[src/rtl/sar_pkg.sv]
// Shared types and elaboration helpers for the SAR ADC controller.
package sar_pkg;

    typedef enum logic [2:0] {
        S_IDLE,
        S_SAMPLE,
        S_TRIAL,
        S_DECIDE,
        S_DONE
    } sar_state_e;

    localparam int OVERSAMPLE_LOG2 = 2;

    // Each bit needs the synchronizer to have flushed the new comparator level before DECIDE.
    function automatic bit settle_cycles_ok(input int settle, input int stages);
        return settle >= stages + 1;
    endfunction

endpackage

[src/rtl/sar_sync.sv]
// Multi-flop synchronizer bringing the asynchronous comparator level into clk.
module sar_sync #(
    parameter int STAGES = 2
) (
    input  logic clk,
    input  logic rst,
    input  logic async_i,
    output logic sync_o
);

    logic [STAGES-1:0] sync_q;

    always_ff @(posedge clk) begin
        if (rst) sync_q <= '0;
        else     sync_q <= {sync_q[STAGES-2:0], async_i};
    end

    assign sync_o = sync_q[STAGES-1];

endmodule

[src/rtl/sar_adc_ctrl.sv]
// SAR ADC controller: track/hold, MSB-first binary search, valid/ready result.
// Define SAR_OVERSAMPLE_EN to average four back-to-back conversions per request.
module sar_adc_ctrl
    import sar_pkg::*;
#(
    parameter int WIDTH         = 8,
    parameter int SAMPLE_CYCLES = 8,
    parameter int SETTLE_CYCLES = 4,
    parameter int SYNC_STAGES   = 2
) (
    input  logic             clk,
    input  logic             rst,
    input  logic             start,
    output logic             busy,
    output logic             sample_o,
    output logic [WIDTH-1:0] dac_code,
    input  logic             cmp_in,
    output logic [WIDTH-1:0] result,
    output logic             result_valid,
    input  logic             result_ready
);

    localparam int CNT_MAX = (SAMPLE_CYCLES > SETTLE_CYCLES) ? SAMPLE_CYCLES : SETTLE_CYCLES;
    localparam int CNT_W   = $clog2(CNT_MAX + 1);
    localparam int KW      = $clog2(WIDTH);
    localparam logic [CNT_W-1:0] SAMPLE_LOAD = CNT_W'(SAMPLE_CYCLES - 1);
    localparam logic [CNT_W-1:0] SETTLE_LOAD = CNT_W'(SETTLE_CYCLES - 1);
    localparam logic [KW-1:0]    MSB_IDX     = KW'(WIDTH - 1);
    localparam logic [WIDTH-1:0] MSB_ONE     = {1'b1, {(WIDTH-1){1'b0}}};

    generate
        if (!settle_cycles_ok(SETTLE_CYCLES, SYNC_STAGES)) begin : g_bad_settle
            $error("SETTLE_CYCLES must be at least SYNC_STAGES+1");
        end
    endgenerate

    sar_state_e       state_q;
    logic [CNT_W-1:0] cnt_q;
    logic [KW-1:0]    bit_q;
    logic [WIDTH-1:0] dac_code_q, result_q, trial_d;
    logic             busy_q, sample_q, valid_q;
    logic             cmp_sync;

`ifdef SAR_OVERSAMPLE_EN
    localparam int ACC_W = WIDTH + OVERSAMPLE_LOG2;
    logic [ACC_W-1:0]           acc_q, acc_sum;
    logic [OVERSAMPLE_LOG2-1:0] conv_q;

    assign acc_sum = acc_q + {{OVERSAMPLE_LOG2{1'b0}}, trial_d};
`endif

    sar_sync #(.STAGES(SYNC_STAGES)) u_sync (
        .clk    (clk),
        .rst    (rst),
        .async_i(cmp_in),
        .sync_o (cmp_sync)
    );

    // Resolve the bit under test and, if more remain, raise the next trial bit.
    always_comb begin
        trial_d = dac_code_q;
        if (!cmp_sync) trial_d[bit_q] = 1'b0;
        if (bit_q != '0) trial_d[bit_q - 1'b1] = 1'b1;
    end

    always_ff @(posedge clk) begin
        if (rst) begin
            state_q    <= S_IDLE;
            cnt_q      <= '0;
            bit_q      <= '0;
            dac_code_q <= '0;
            result_q   <= '0;
            busy_q     <= 1'b0;
            sample_q   <= 1'b0;
            valid_q    <= 1'b0;
`ifdef SAR_OVERSAMPLE_EN
            acc_q      <= '0;
            conv_q     <= '0;
`endif
        end else begin
            case (state_q)
                S_IDLE: if (start) begin
                    state_q    <= S_SAMPLE;
                    busy_q     <= 1'b1;
                    sample_q   <= 1'b1;
                    dac_code_q <= '0;
                    cnt_q      <= SAMPLE_LOAD;
                end
                S_SAMPLE: if (cnt_q == '0) begin
                    state_q    <= S_TRIAL;
                    sample_q   <= 1'b0;
                    bit_q      <= MSB_IDX;
                    dac_code_q <= MSB_ONE;
                    cnt_q      <= SETTLE_LOAD;
                end else begin
                    cnt_q <= cnt_q - 1'b1;
                end
                S_TRIAL: if (cnt_q == '0) state_q <= S_DECIDE;
                         else             cnt_q   <= cnt_q - 1'b1;
                S_DECIDE: begin
                    dac_code_q <= trial_d;
                    if (bit_q != '0) begin
                        bit_q   <= bit_q - 1'b1;
                        cnt_q   <= SETTLE_LOAD;
                        state_q <= S_TRIAL;
                    end else begin
`ifdef SAR_OVERSAMPLE_EN
                        if (&conv_q) begin
                            result_q <= acc_sum[ACC_W-1:OVERSAMPLE_LOG2];
                            acc_q    <= '0;
                            conv_q   <= '0;
                            valid_q  <= 1'b1;
                            busy_q   <= 1'b0;
                            state_q  <= S_DONE;
                        end else begin
                            acc_q      <= acc_sum;
                            conv_q     <= conv_q + 1'b1;
                            sample_q   <= 1'b1;
                            dac_code_q <= '0;
                            cnt_q      <= SAMPLE_LOAD;
                            state_q    <= S_SAMPLE;
                        end
`else
                        result_q <= trial_d;
                        valid_q  <= 1'b1;
                        busy_q   <= 1'b0;
                        state_q  <= S_DONE;
`endif
                    end
                end
                S_DONE: if (result_ready) begin
                    valid_q    <= 1'b0;
                    dac_code_q <= '0;
                    state_q    <= S_IDLE;
                end
                default: state_q <= S_IDLE;
            endcase
        end
    end

    assign busy         = busy_q;
    assign sample_o     = sample_q;
    assign dac_code     = dac_code_q;
    assign result       = result_q;
    assign result_valid = valid_q;

endmodule

[config.mk]
export PLATFORM = sky130hd
export DESIGN_NAME = sar_adc_ctrl
export DESIGN_NICKNAME = d
export VERILOG_FILES = /design/src/rtl/sar_pkg.sv /design/src/rtl/sar_sync.sv /design/src/rtl/sar_adc_ctrl.sv
export SDC_FILE = /design/constraint.sdc
export NUM_CORES = 1
export LEC_CHECK = 0
export ABC_AREA = 1
export BUFFER_PORTS_ARGS = -buffer_cell sky130_fd_sc_hd__buf_4
export CELL_PAD_IN_SITES_DETAIL_PLACEMENT = 0
export CELL_PAD_IN_SITES_GLOBAL_PLACEMENT = 1
export CORE_MARGIN = 1.5
export CORE_UTILIZATION = 35
export CTS_CLUSTER_SIZE = 30
export DETAILED_ROUTE_END_ITERATION = 10
export PLACE_DENSITY_LB_ADDON = 0.1
export SKIP_CTS_REPAIR_TIMING = 1
export SLEW_MARGIN = 30
export SYNTH_ARGS = -nofsm -noshare
export SYNTH_HDL_FRONTEND = slang
export SYNTH_SLANG_ARGS = --single-unit
[constraint.sdc]
create_clock -name clk -period 1.3 [get_ports clk]
set_input_delay 0.325 -clock clk [delete_from_list [all_inputs] [get_ports clk]]
set_output_delay 0.325 -clock clk [all_outputs]
set_load 0.03 [all_outputs]
# == Yosys cells after proc, flatten, opt, wreduce, memory -nomap -nowiden ==
# Index checks and enable logic that the tools add are counted.
# totals
register_bits,31
latch_bits,0
mem_bits_rw,0
rom_bits,0
in_bits,5
out_inout_bits,19
wordCells,81
n_memories,0
# classes
add_sub_neg,2
multipliers,0
div_mod_pow,0
n_lt_le_gt_ge,4
n_eq_ne,11
shift,0
mux,32
n_bitwise,4
reduce_logical,19
# op_table
op,n
two-way mux 8 bit,5
one-hot mux 8 bit (4 select lines),1
two-way mux 3 bit,7
two-way mux 4 bit,4
one-hot mux 4 bit (4 select lines),1
one-hot mux 3 bit (5 select lines),1
inequality test 2 bit (second input constant),7
AND reduction 3 bit,4
AND reduction 4 bit,3
bitwise AND 8 bit,1
less-than comparator 3 x 4 -> 1 bit (second input constant),2
NOT 8 bit,1
bitwise OR 8 bit,1
nonzero test 2 bit,4
nonzero test 4 bit,2
two-way mux 1 bit,7
demux 1 bit (select 3 bit),2
== test 3 x 2 -> 1 bit (second input constant),2
>= comparator 3 x 1 -> 1 bit (second input constant),2
one-hot mux 1 bit (2 select lines),3
one-hot mux 3 bit (2 select lines),1
logical NOT 4 bit,1
subtractor 4 x 1 -> 4 bit (second input constant),1
== test 3 x 1 -> 1 bit (second input constant),1
other kinds (7),8

# == Depth between registers and ports, before layout ==
# Gate-level depths: netlist (run 1).
# logic_depth
word_depth,10
ltp_mapped,11
depth_no_buf,10

# == Hierarchy ==
# From an unflattened synthesis (run 1), not the netlist that was laid out.
# unflattened
cells_unflattened,230
area_unflattened_um2,1520.2
# by_module_without_submodules
module,n_inst,cells_per_inst,area_per_inst_um2,seq_area_each_um2
sar_adc_ctrl,1,224,1465.2,580.6
sar_sync,1,6,55.1,40.0

# == Worst setup path after synthesis (run 1) ==
# OpenSTA, ideal clock, no wires.
# synth_path
path_kind,register to register
startpoint,reg bit_q[0]
endpoint,reg result_q[7] (netlist: result[7])
setup_time_ns,0.116
arrival_ns,1.348
required_ns,1.184
slack_ns,-0.165
stages_incl_launch_ff,11
n_path_buf,1
period_less_slack_ns,1.465
cell_sequence,dfxtp_1 > inv_1 > ha_1 > inv_1 > nor2_1 > nand2_4 > clkinv_4 > buf_6 > nand3_1 > o211ai_1 > inv_1
# synth_between
elab_chain_len,9
elab_cells_between_ends,19
classes_between,add/sub (1); order compare (4); mux (6); bitwise (4); reduce/logical (4)
# synth_rtl
element,line_no,source
start: declaration,sar_adc_ctrl.sv:39,logic [KW-1:0] bit_q;
start signal: assignment,sar_adc_ctrl.sv:103,bit_q <= bit_q - 1'b1;
branches (longest 9 deep; another with less-than comparator 3 x 4 -> 1 bit),n/a,
end signal: assignment,sar_adc_ctrl.sv:124,result_q <= trial_d;
end: declaration,sar_adc_ctrl.sv:40,"logic [WIDTH-1:0] dac_code_q, result_q, trial_d;"
# Parallel ways; which one is timed is not known.
# A chain may end at the register's enable or synchronous reset.

# == Final worst setup path (run 1) ==
# layout_path
startpoint,reg bit_q[1]
endpoint,reg result_q[2] (netlist: result[2])
# Same word-level chain as after synthesis.

==> results of run 1 <==
==> critical path, delay by kind of cell, from the launching register on <==
kind / cells / cell delay [ns]
buffers and inverters: 4 / 0.36
DFF: 1 / 0.33
and+or+nand+nor: 2 / 0.28
adders and majority gates: 1 / 0.16
AOI/OAI and AO/OA: 1 / 0.12
==> layout make-up <==
cell class	count	share of cell area
multi-input combinational	176	0.447
sequential	31	0.243
timing repair buffer	64	0.194
inverter	32	0.0568
clock buffer	6	0.0318
tap	52	0.0250
clock inverter	1	0.00193
==> power groups by stage <==
| stage | Clock, µW | Combinational [µW] | Sequential [µW] |
|---|---|---|---|
| 2_1_floorplan | 0 | 1400 | 1470 |
| 3_3_place_gp | 0 | 2750 | 1300 |
| 3_5_place_dp | 0 | 2750 | 1300 |
| 4_1_cts | 810 | 2760 | 1280 |
| 5_1_grt | 862 | 4000 | 1360 |
| 6_report | 783 | 3670 | 1330 |
==> metrics by stage <==
| stage | hold WS, ns | setup TNS (ns) |
|---|---|---|
| finish | 0.254 | -0.512 |
| global route | 0.251 | -2.04 |
| CTS | 0.251 | -1.78 |
| detailed placement | 0.406 | -1.47 |
| global placement | 0.404 | -1.36 |
| floorplan | 0.388 | 0 |
==> cells in the mapped netlist, types with 2 or more instances <==
| cell type | n |
|---|---|
| sky130_fd_sc_hd__inv_2 | 2 |
| sky130_fd_sc_hd__dfxtp_1 | 31 |
| sky130_fd_sc_hd__nand2_2 | 4 |
| sky130_fd_sc_hd__o21ai_0 | 17 |
| sky130_fd_sc_hd__inv_1 | 28 |
| sky130_fd_sc_hd__a31oi_1 | 3 |
| sky130_fd_sc_hd__nand2_1 | 64 |
| sky130_fd_sc_hd__nand3_1 | 12 |
| sky130_fd_sc_hd__o21ai_1 | 9 |
| sky130_fd_sc_hd__a21oi_1 | 19 |
| sky130_fd_sc_hd__ha_1 | 4 |
| sky130_fd_sc_hd__nor2_1 | 31 |
| sky130_fd_sc_hd__o211ai_1 | 4 |
==> routing by layer <==
layer	vias up	global-route usage	wire, µm
li1	911	-	-
met1	845	0.229	2140
met2	30	0.355	2570
met3	9	0.0456	138
met4	0	0.0776	120
met5	-	0	0
==> flip-flops by register name (all words and copies together), names as in the netlist <==
register	cells
busy	1
result	8
bit_q	3
state_q	3
u_sync.sync_q	2
result_valid	1
cnt_q	4
sample_o	1
dac_code	8
==> worst min-delay path by stage <==
stage               slack [ns]          endpoint              from  cells past startpoint
finish                    0.25  u_sync.sync_q[0]            cmp_in                      3
global route              0.25  u_sync.sync_q[0]            cmp_in                      3
CTS                       0.25  u_sync.sync_q[0]            cmp_in                      3
detailed placement        0.41  u_sync.sync_q[1]  u_sync.sync_q[0]                      2
global placement          0.40  u_sync.sync_q[1]  u_sync.sync_q[0]                      2
floorplan                 0.39  u_sync.sync_q[1]  u_sync.sync_q[0]                      2
==> kinds of logic after synthesis <==
group,count (synthesis),synth area share
buffers and inverters,36,0.0941
adders and majority gates,4,0.0309
DFF,31,0.383
AOI/OAI and AO/OA,53,0.174
and+or+nand+nor,116,0.308
xor gates and xnor gates,2,0.0108
==> metrics, run 1 <==
clock network fraction of design power=0.135; Power Total=between 5000 and 6000 µW; FF/Latch Area=around 630 µm²; Vias/cell=just under 5; Synth Instances=242; crit start category=register; final non-filler cell area=2600 µm²; post-synthesis net count=roughly 250; share of cells above drive strength 1=0.510; unrepaired setup endpoints after global routing=yes; CP max FO=5; number of nets still failing antenna checks after routing=0; area of combinational cells with multiple inputs=about 1200 µm²; post-layout min period=1.37 ns; worst min-delay path class=input port to register; Cell Count, Final, Fillers Out=362; largest net degree at the start of global routing=22; Root Buffer Master=sky130_fd_sc_hd__clkbuf_8; final core utilization=0.589; Data arrival, critical path=about 1.6 ns; leakage power=roughly 0.0012 µW; post-route clock skew=0.00842 ns; cell types occupying the most area after synthesis=sky130_fd_sc_hd__dfxtp_1 (38%), sky130_fd_sc_hd__nand2_1 (15%), sky130_fd_sc_hd__nor2_1 (7.2%); cts bufs inserted=5; Area Growth Syn to Fin=60.3%; Die Footprint=around 5100 µm²; net total in the final layout=319; highest attainable clock frequency=731 MHz; worst-skew pair later-pin latency=0.29 ns; violations in the final reports=negative setup slack; clock-pin slew reported for the worst setup and hold paths after clock tree synthesis=0.07 ns; critical path endpoint category=register; outcome=finished, violations left; flip-flop cell with the highest count after synthesis=sky130_fd_sc_hd__dfxtp_1; Critical Path End=result[2]; peak supply drop=1.08 mV; share of async-settable or async-resettable flops after synthesis=0; number of buffer cells added on primary ports=23; FILL cells=437; number of antenna repair diodes=0; post-synthesis register bit count=31; startpoint-to-endpoint class of the critical path=register to register; power spent charging and discharging nets=2650 µW; top-area cell type share of the netlist area=0.383; FP Rows=24; Cells after DPL=353; part of the total power dissipated in sequential elements=0.230; final period utilization=1.05; detailed-route DRC error count=0; GP Congestion=a little over 0.9; setup slack of the most critical reg-to-reg path=-0.07 ns; Pint=3130 µW; post-synthesis area per instance=~6.7 µm²; via count of the first global-routing pass=1771; number of top-level pins=24; max incr delay on CP=0.33 ns; count of clock tree sinks=31; Rel. slew slack=0.770; final global-route overflow total=0; Detailed Route Iter0 Violations=approximately 70; setup violation total in the final timing report=13; initial antenna violation count=0; DIE HEIGHT=71.1 µm; Ys Warns=0; Area after DPL=2160 µm²; first-pass iteration count of the detailed router=4; required time at the worst-slack endpoint=between 1 and 1.5 ns; GRT Resource Usage Total=0.199; Synth area leader=sky130_fd_sc_hd__dfxtp_1; number of buffers between clock root and the deepest sink=2; cell repeated most along the worst path=sky130_fd_sc_hd__inv_4; Seq/Total Area, Yosys=0.383; number of synthesized flops with an enable pin=0; transition time at the pin with the least slew margin=0.343 ns; final worst-path setup slack=-0.0683 ns; post-synth cell types=27; initial core utilization=0.367; post-detail-place hpwl=around 3.4 mm; global-route wire length before repair=about 8 mm; switch share=0.459; placement-stage worst setup slack=-0.138 ns; share of power burned in combinational logic=0.634; CTS tree=yes; floorplan die width=71.1 µm; Total Wirelength=roughly 5.0 mm; startpoint of the lowest-slack register-to-register path=bit_q[1]; worst path cell trace=inv_4 > ha_4 > inv_4 > nor2_4 > nand2_4 > buf_4 > o21ai_1 > inv_1; Final Slew Violations=0; Worst setup startpoint=bit_q[1]; leading cell type in the layout, fill and taps excluded=sky130_fd_sc_hd__buf_4; via count=roughly 1800; count of cells along the worst register-to-register path=8; area of the core region=4410 µm²; reg-to-reg endpoint=result[2]; commonest cells after routing, fill and taps aside=sky130_fd_sc_hd__buf_4 (60), sky130_fd_sc_hd__nand2_1 (42), sky130_fd_sc_hd__dfxtp_1 (24); H-tree levels=2; Syn Std Cell Area=approximately 1600 µm²; power density cells=2220 nW/µm²; Final Hold Viols=0; mean routed wirelength per cell=~14 µm; cell at the slowest stage of the critical path=sky130_fd_sc_hd__dfxtp_2; number of max-cap violations=0
Power figures use the tool's default switching activity.
==> run 2: changes to the inputs <==
--- a/config.mk
+++ b/config.mk
@@ -13,7 +13,9 @@
 export CORE_UTILIZATION = 35
 export CTS_CLUSTER_SIZE = 30
 export DETAILED_ROUTE_END_ITERATION = 10
+export MAX_ROUTING_LAYER = met4
 export PLACE_DENSITY_LB_ADDON = 0.1
+export SETUP_SLACK_MARGIN = 0.02
 export SKIP_CTS_REPAIR_TIMING = 1
 export SLEW_MARGIN = 30
 export SYNTH_ARGS = -nofsm -noshare
==> metrics, run 2 (same netlist as run 1, synthesis figures left out) <==
worst path cell trace=inv_4 > ha_4 > inv_4 > nor2_4 > nand2_4 > clkinv_4 > nand3_1 > o211ai_1 > inv_1; number of buffer cells added on primary ports=23 (unchanged); area of combinational cells with multiple inputs=1120 µm² (-3.3%); hold depth=3 (unchanged); largest net degree at the start of global routing=22 (unchanged); H-tree levels=2 (unchanged); mean routed wirelength per cell=13.3 µm (-3.2%); FP Rows=24 (unchanged); net total in the final layout=320 (+0.31%); leakage power=0.00123 µW (-1.3%); outcome=finished, violations left; CP max FO=12 (+7); crit start category=register; final period utilization=1.04 (-0.0117); global-route wire length before repair=7.41 mm (-5.8%); switch share=0.447 (-0.0117); part of the total power dissipated in sequential elements=0.225 (-0.005); power spent charging and discharging nets=2630 µW (-0.71%); highest attainable clock frequency=739 MHz (+1.1%); detailed-route DRC error count=0 (unchanged); clock-pin slew reported for the worst setup and hold paths after clock tree synthesis=0.07 ns (about the same); max incr delay on CP=0.33 ns (about the same); GP Congestion=0.989 (+6.2%); initial antenna violation count=0 (unchanged); Final Slew Violations=0 (unchanged); final non-filler cell area=2570 µm² (-1.2%); DIE HEIGHT=71.1 µm (unchanged); cell repeated most along the worst path=sky130_fd_sc_hd__inv_4; floorplan die width=71.1 µm (unchanged); FF/Latch Area=632 µm² (unchanged); commonest cells after routing, fill and taps aside=sky130_fd_sc_hd__buf_4 (62), sky130_fd_sc_hd__nand2_1 (41), sky130_fd_sc_hd__dfxtp_1 (26); final global-route overflow total=0 (unchanged); leading cell type in the layout, fill and taps excluded=sky130_fd_sc_hd__buf_4; Area after DPL=2170 µm² (+0.70%); initial core utilization=0.367 (unchanged); Root Buffer Master=sky130_fd_sc_hd__clkbuf_8; count of cells along the worst register-to-register path=9 (+1); unrepaired setup endpoints after global routing=yes; Area Growth Syn to Fin=58.4%; Rel. slew slack=0.752 (-0.0174); peak supply drop=1.33 mV (+23%); logic depth of the worst path, buffers included=9 (+1); violations in the final reports=negative setup slack; area of the core region=4410 µm² (unchanged); via count of the first global-routing pass=1621 (-8.5%); Detailed Route Iter0 Violations=118 (+71%); share of power burned in combinational logic=0.630 (-0.004); worst-skew pair later-pin latency=0.29 ns (about the same); CTS tree=yes; number of buffers between clock root and the deepest sink=2 (unchanged); setup violation total in the final timing report=9 (-4); post-detail-place hpwl=3.33 mm (-1.3%); Data arrival, critical path=1.53 ns (-0.02 ns); final worst-path setup slack=-0.0531 ns (+0.0152 ns); startpoint-to-endpoint class of the critical path=register to register; Power Total=5890 µW (+1.9%); via count=1770 (-1.4%); Die Footprint=5050 µm² (unchanged); first-pass iteration count of the detailed router=4 (unchanged); cell at the slowest stage of the critical path=sky130_fd_sc_hd__dfxtp_2; count of clock tree sinks=31 (unchanged); post-layout min period=1.35 ns (-0.0152 ns); Pint=3250 µW (+4.1%); FILL cells=427 (-2.3%); number of top-level pins=24 (unchanged); smallest hold slack=0.255 ns (+0.00134 ns); largest delay contributor family on the critical path=simple AND/OR/NAND/NOR gates; share of cells above drive strength 1=0.481 (-0.0289); number of max-cap violations=0 (unchanged); clock network fraction of design power=0.145 (+0.010); post-route clock skew=0.00838 ns (-0.0000403 ns); number of nets still failing antenna checks after routing=0 (unchanged); Final Hold Viols=0 (unchanged); placement-stage worst setup slack=-0.137 ns (+0.000944 ns); worst path bufs/invs=4 (unchanged); power density cells=2290 nW/µm² (+3.1%); critical path endpoint category=register; cts bufs inserted=5 (unchanged); number of antenna repair diodes=0 (unchanged); Total Wirelength=4.83 mm (-2.7%); worst min-delay path class=input port to register; transition time at the pin with the least slew margin=0.369 ns (+0.0259 ns); Vias/cell=4.86 (-1.9%); required time at the worst-slack endpoint=1.48 ns (about the same); GRT Resource Usage Total=0.196 (-0.00265)
==> run 2: path summary, 6_finish.rpt <==
path	start	to	slack, ns
worst max-delay path	bit_q[1]	result[7]	-0.05
worst min-delay path	cmp_in	u_sync.sync_q[0]	0.26
worst max register to register	bit_q[1]	result[7]	-0.05
worst min register to register	u_sync.sync_q[0]	u_sync.sync_q[1]	0.41
==> run 2: through the flow <==
step	setup TNS, ns	std cells	util
after floorplan	0	242	-
after global placement	-1.34	355	0.492
after detailed placement	-1.75	355	0.492
after CTS	-2.17	363	0.515
after global routing	-1.52	364	0.582
final	-0.220	364	0.582
==> run 2: layout make-up <==
cell class                 instances  share of cell area
multi-input combinational        175               0.437
inverter                          32              0.0536
sequential                        31               0.246
clock buffer                       8              0.0390
timing repair buffer              66               0.199
tap                               52              0.0253
==> run 2: routing by layer <==
layer	part of all wire	track usage	up-vias
li1	-	-	921
met3	0.031	0.0470	7
met2	0.50	0.317	26
met1	0.46	0.242	816
met5	0	-	-
met4	0.014	0.0629	0
==> run 2: power by group through the flow <==
stage                     Clock (µW)  Combinational, µW  Sequential [µW]
after floorplan                    0               1420             1470
after global placement             0               2820             1290
after detailed placement           0               2810             1300
after CTS                        878               2830             1280
after global routing             935               4020             1350
final                            856               3710             1320
==> run 2: worst reg2reg max path, delay by kind of cell, from the launching register on <==
kind,cells,cell delay [ns]
and+or+nand+nor,3,0.36
DFF,1,0.33
buffers and inverters,4,0.29
adders and majority gates,1,0.17
AOI/OAI and AO/OA,1,0.09
==> run 3: changes to the inputs <==
--- a/config.mk
+++ b/config.mk
@@ -7,8 +7,6 @@
 export LEC_CHECK = 0
 export ABC_AREA = 1
 export BUFFER_PORTS_ARGS = -buffer_cell sky130_fd_sc_hd__buf_4
-export CELL_PAD_IN_SITES_DETAIL_PLACEMENT = 0
-export CELL_PAD_IN_SITES_GLOBAL_PLACEMENT = 1
 export CORE_MARGIN = 1.5
 export CORE_UTILIZATION = 35
 export CTS_CLUSTER_SIZE = 30
==> metrics, run 3 (same netlist as run 1, synthesis figures left out) <==
transition time at the pin with the least slew margin=0.316 ns (-0.0527 ns); detailed-route DRC error count=0 (unchanged); CTS tree=yes; Final Hold Viols=0 (unchanged); DIE HEIGHT=71.1 µm (unchanged); startpoint-to-endpoint class of the critical path=register to register; cell at the slowest stage of the critical path=sky130_fd_sc_hd__dfxtp_2; power spent charging and discharging nets=2450 µW (-6.8%); global-route wire length before repair=7.07 mm (-4.7%); placement-stage worst setup slack=-0.126 ns (+0.0108 ns); unrepaired setup endpoints after global routing=yes; largest net degree at the start of global routing=22 (unchanged); CP max FO=7 (-5); number of buffer cells added on primary ports=23 (unchanged); clock-pin slew reported for the worst setup and hold paths after clock tree synthesis=0.07 ns (about the same); share of cells above drive strength 1=0.449 (-0.0316); Cells after DPL=348 (-2.0%); FILL cells=442 (+3.5%); GP Congestion=0.850 (-14%); worst path bufs/invs=2 (-2); Root Buffer Master=sky130_fd_sc_hd__clkbuf_8; share of power burned in combinational logic=0.612 (-0.018); Cell Count, Final, Fillers Out=357 (-1.9%); area of the core region=4410 µm² (unchanged); Rel. slew slack=0.788 (+0.0354); floorplan die width=71.1 µm (unchanged); Final Slew Violations=0 (unchanged); routed length on met1=2.19 mm (-1.0%); Vias/cell=4.71 (-3.1%); Data arrival, critical path=1.50 ns (-0.03 ns); initial antenna violation count=0 (unchanged); max incr delay on CP=0.35 ns (+0.02 ns); worst path cell trace=inv_4 > ha_4 > inv_2 > nor2_4 > nand2_4 > nand2_2 > nor2_4 > nand2_1 > nor2_1 > nor2_1; critical path endpoint category=register; number of antenna repair diodes=0 (unchanged); mean routed wirelength per cell=12.2 µm (-7.7%); leakage power=0.00118 µW (-3.7%); via count=1683 (-4.9%); net total in the final layout=314 (-1.9%); FP Rows=24 (unchanged); highest attainable clock frequency=763 MHz (+3.2%); Die Footprint=5050 µm² (unchanged); part of the total power dissipated in sequential elements=0.242 (+0.017); initial core utilization=0.367 (unchanged); final period utilization=1.01 (-0.0325); setup violation total in the final timing report=4 (-5); count of clock tree sinks=31 (unchanged); via count of the first global-routing pass=1564 (-3.5%); leading cell type in the layout, fill and taps excluded=sky130_fd_sc_hd__buf_4; first-pass iteration count of the detailed router=4 (unchanged); Pint=3000 µW (-7.8%); number of buffers between clock root and the deepest sink=2 (unchanged); largest delay contributor family on the critical path=simple AND/OR/NAND/NOR gates; final worst-path setup slack=-0.0108 ns (+0.0423 ns); met2 wirelength from detailed routing=1.96 mm (-19%); number of nets still failing antenna checks after routing=0 (unchanged); peak supply drop=1.21 mV (-9.2%); outcome=finished, violations left; highest routed metal layer=met4; GRT Resource Usage Total=0.186 (-0.0105); worst min-delay path class=input port to register; clock network fraction of design power=0.146 (about the same); crit start category=register; commonest cells after routing, fill and taps aside=sky130_fd_sc_hd__buf_4 (58), sky130_fd_sc_hd__nand2_1 (46), sky130_fd_sc_hd__dfxtp_1 (25); cts bufs inserted=5 (unchanged); Area Growth Syn to Fin=50.2%; final global-route overflow total=0 (unchanged); met3 WL=152 µm (+2.0%); required time at the worst-slack endpoint=1.49 ns (about the same); setup slack of the most critical reg-to-reg path=-0.01 ns (+0.04 ns); post-route clock skew=0.00446 ns (-0.00392 ns); Detailed Route Iter0 Violations=104 (-12%); number of max-cap violations=0 (unchanged); worst-skew pair later-pin latency=0.29 ns (about the same); switch share=0.450 (+0.00260); number of top-level pins=24 (unchanged); post-layout min period=1.31 ns (-0.0423 ns); H-tree levels=2 (unchanged); violations in the final reports=negative setup slack; post-detail-place hpwl=3.16 mm (-4.9%); power density cells=2240 nW/µm² (-2.2%); Total Wirelength=4.37 mm (-9.5%)
==> run 3: cell types whose count changed in the layout (fill, tap and decap cells not counted), sizes merged <==
cell,previous run,this run
inv,30,31
clkbuf,8,6
buf,66,60
==> run 3: final cells by class <==
cell class	count	area, µm²	share of cell area
inverter	32	135	0.0555
multi-input combinational	175	1060	0.435
clock inverter	1	5.00	0.00206
tap	52	65.1	0.0267
sequential	31	631	0.259
clock buffer	6	82.6	0.0339
timing repair buffer	60	458	0.188
==> run 3: power by group through the flow <==
stage	registers, µW	clock network, µW	logic, µW
floorplan	1470	0	1420
global placement	1290	0	2680
detailed placement	1290	0	2670
CTS	1280	802	2680
global route	1340	850	3680
finish	1320	795	3340
==> run 3: tightest hold or removal path, cell delays in order <==
cell                     delay (ns)
sky130_fd_sc_hd__buf_4         0.08
sky130_fd_sc_hd__inv_1         0.03
sky130_fd_sc_hd__nor2_1        0.06
==> run 3: layer usage <==
layer,track usage,up-vias
met5,-,-
met4,0.0629,0
met3,0.0470,7
met2,0.276,28
met1,0.246,752
li1,-,896
==> run 3: metrics by stage <==
stage | hold slack, ns | total power [µW] | TNS, ns | instance area [µm²] | util
final | 0.236 | 5450 | -0.0267 | 2430 | 0.552
after CTS | 0.239 | 4760 | -1.63 | 2210 | 0.500
after floorplan | 0.388 | 2900 | 0 | 1650 | -
after global routing | 0.236 | 5870 | -1.48 | 2430 | 0.552
after detailed placement | 0.393 | 3970 | -1.16 | 2120 | 0.480
after global placement | 0.393 | 3970 | -0.965 | 2120 | 0.480
==> run 3: path summary, 6_finish.rpt <==
path                                       start                to  depth (start not counted)
worst max-delay path                    bit_q[0]          cnt_q[1]                         10
worst min-delay path                      cmp_in  u_sync.sync_q[0]                          3
worst max register to register          bit_q[0]          cnt_q[1]                         10
worst min register to register  u_sync.sync_q[0]  u_sync.sync_q[1]                          2
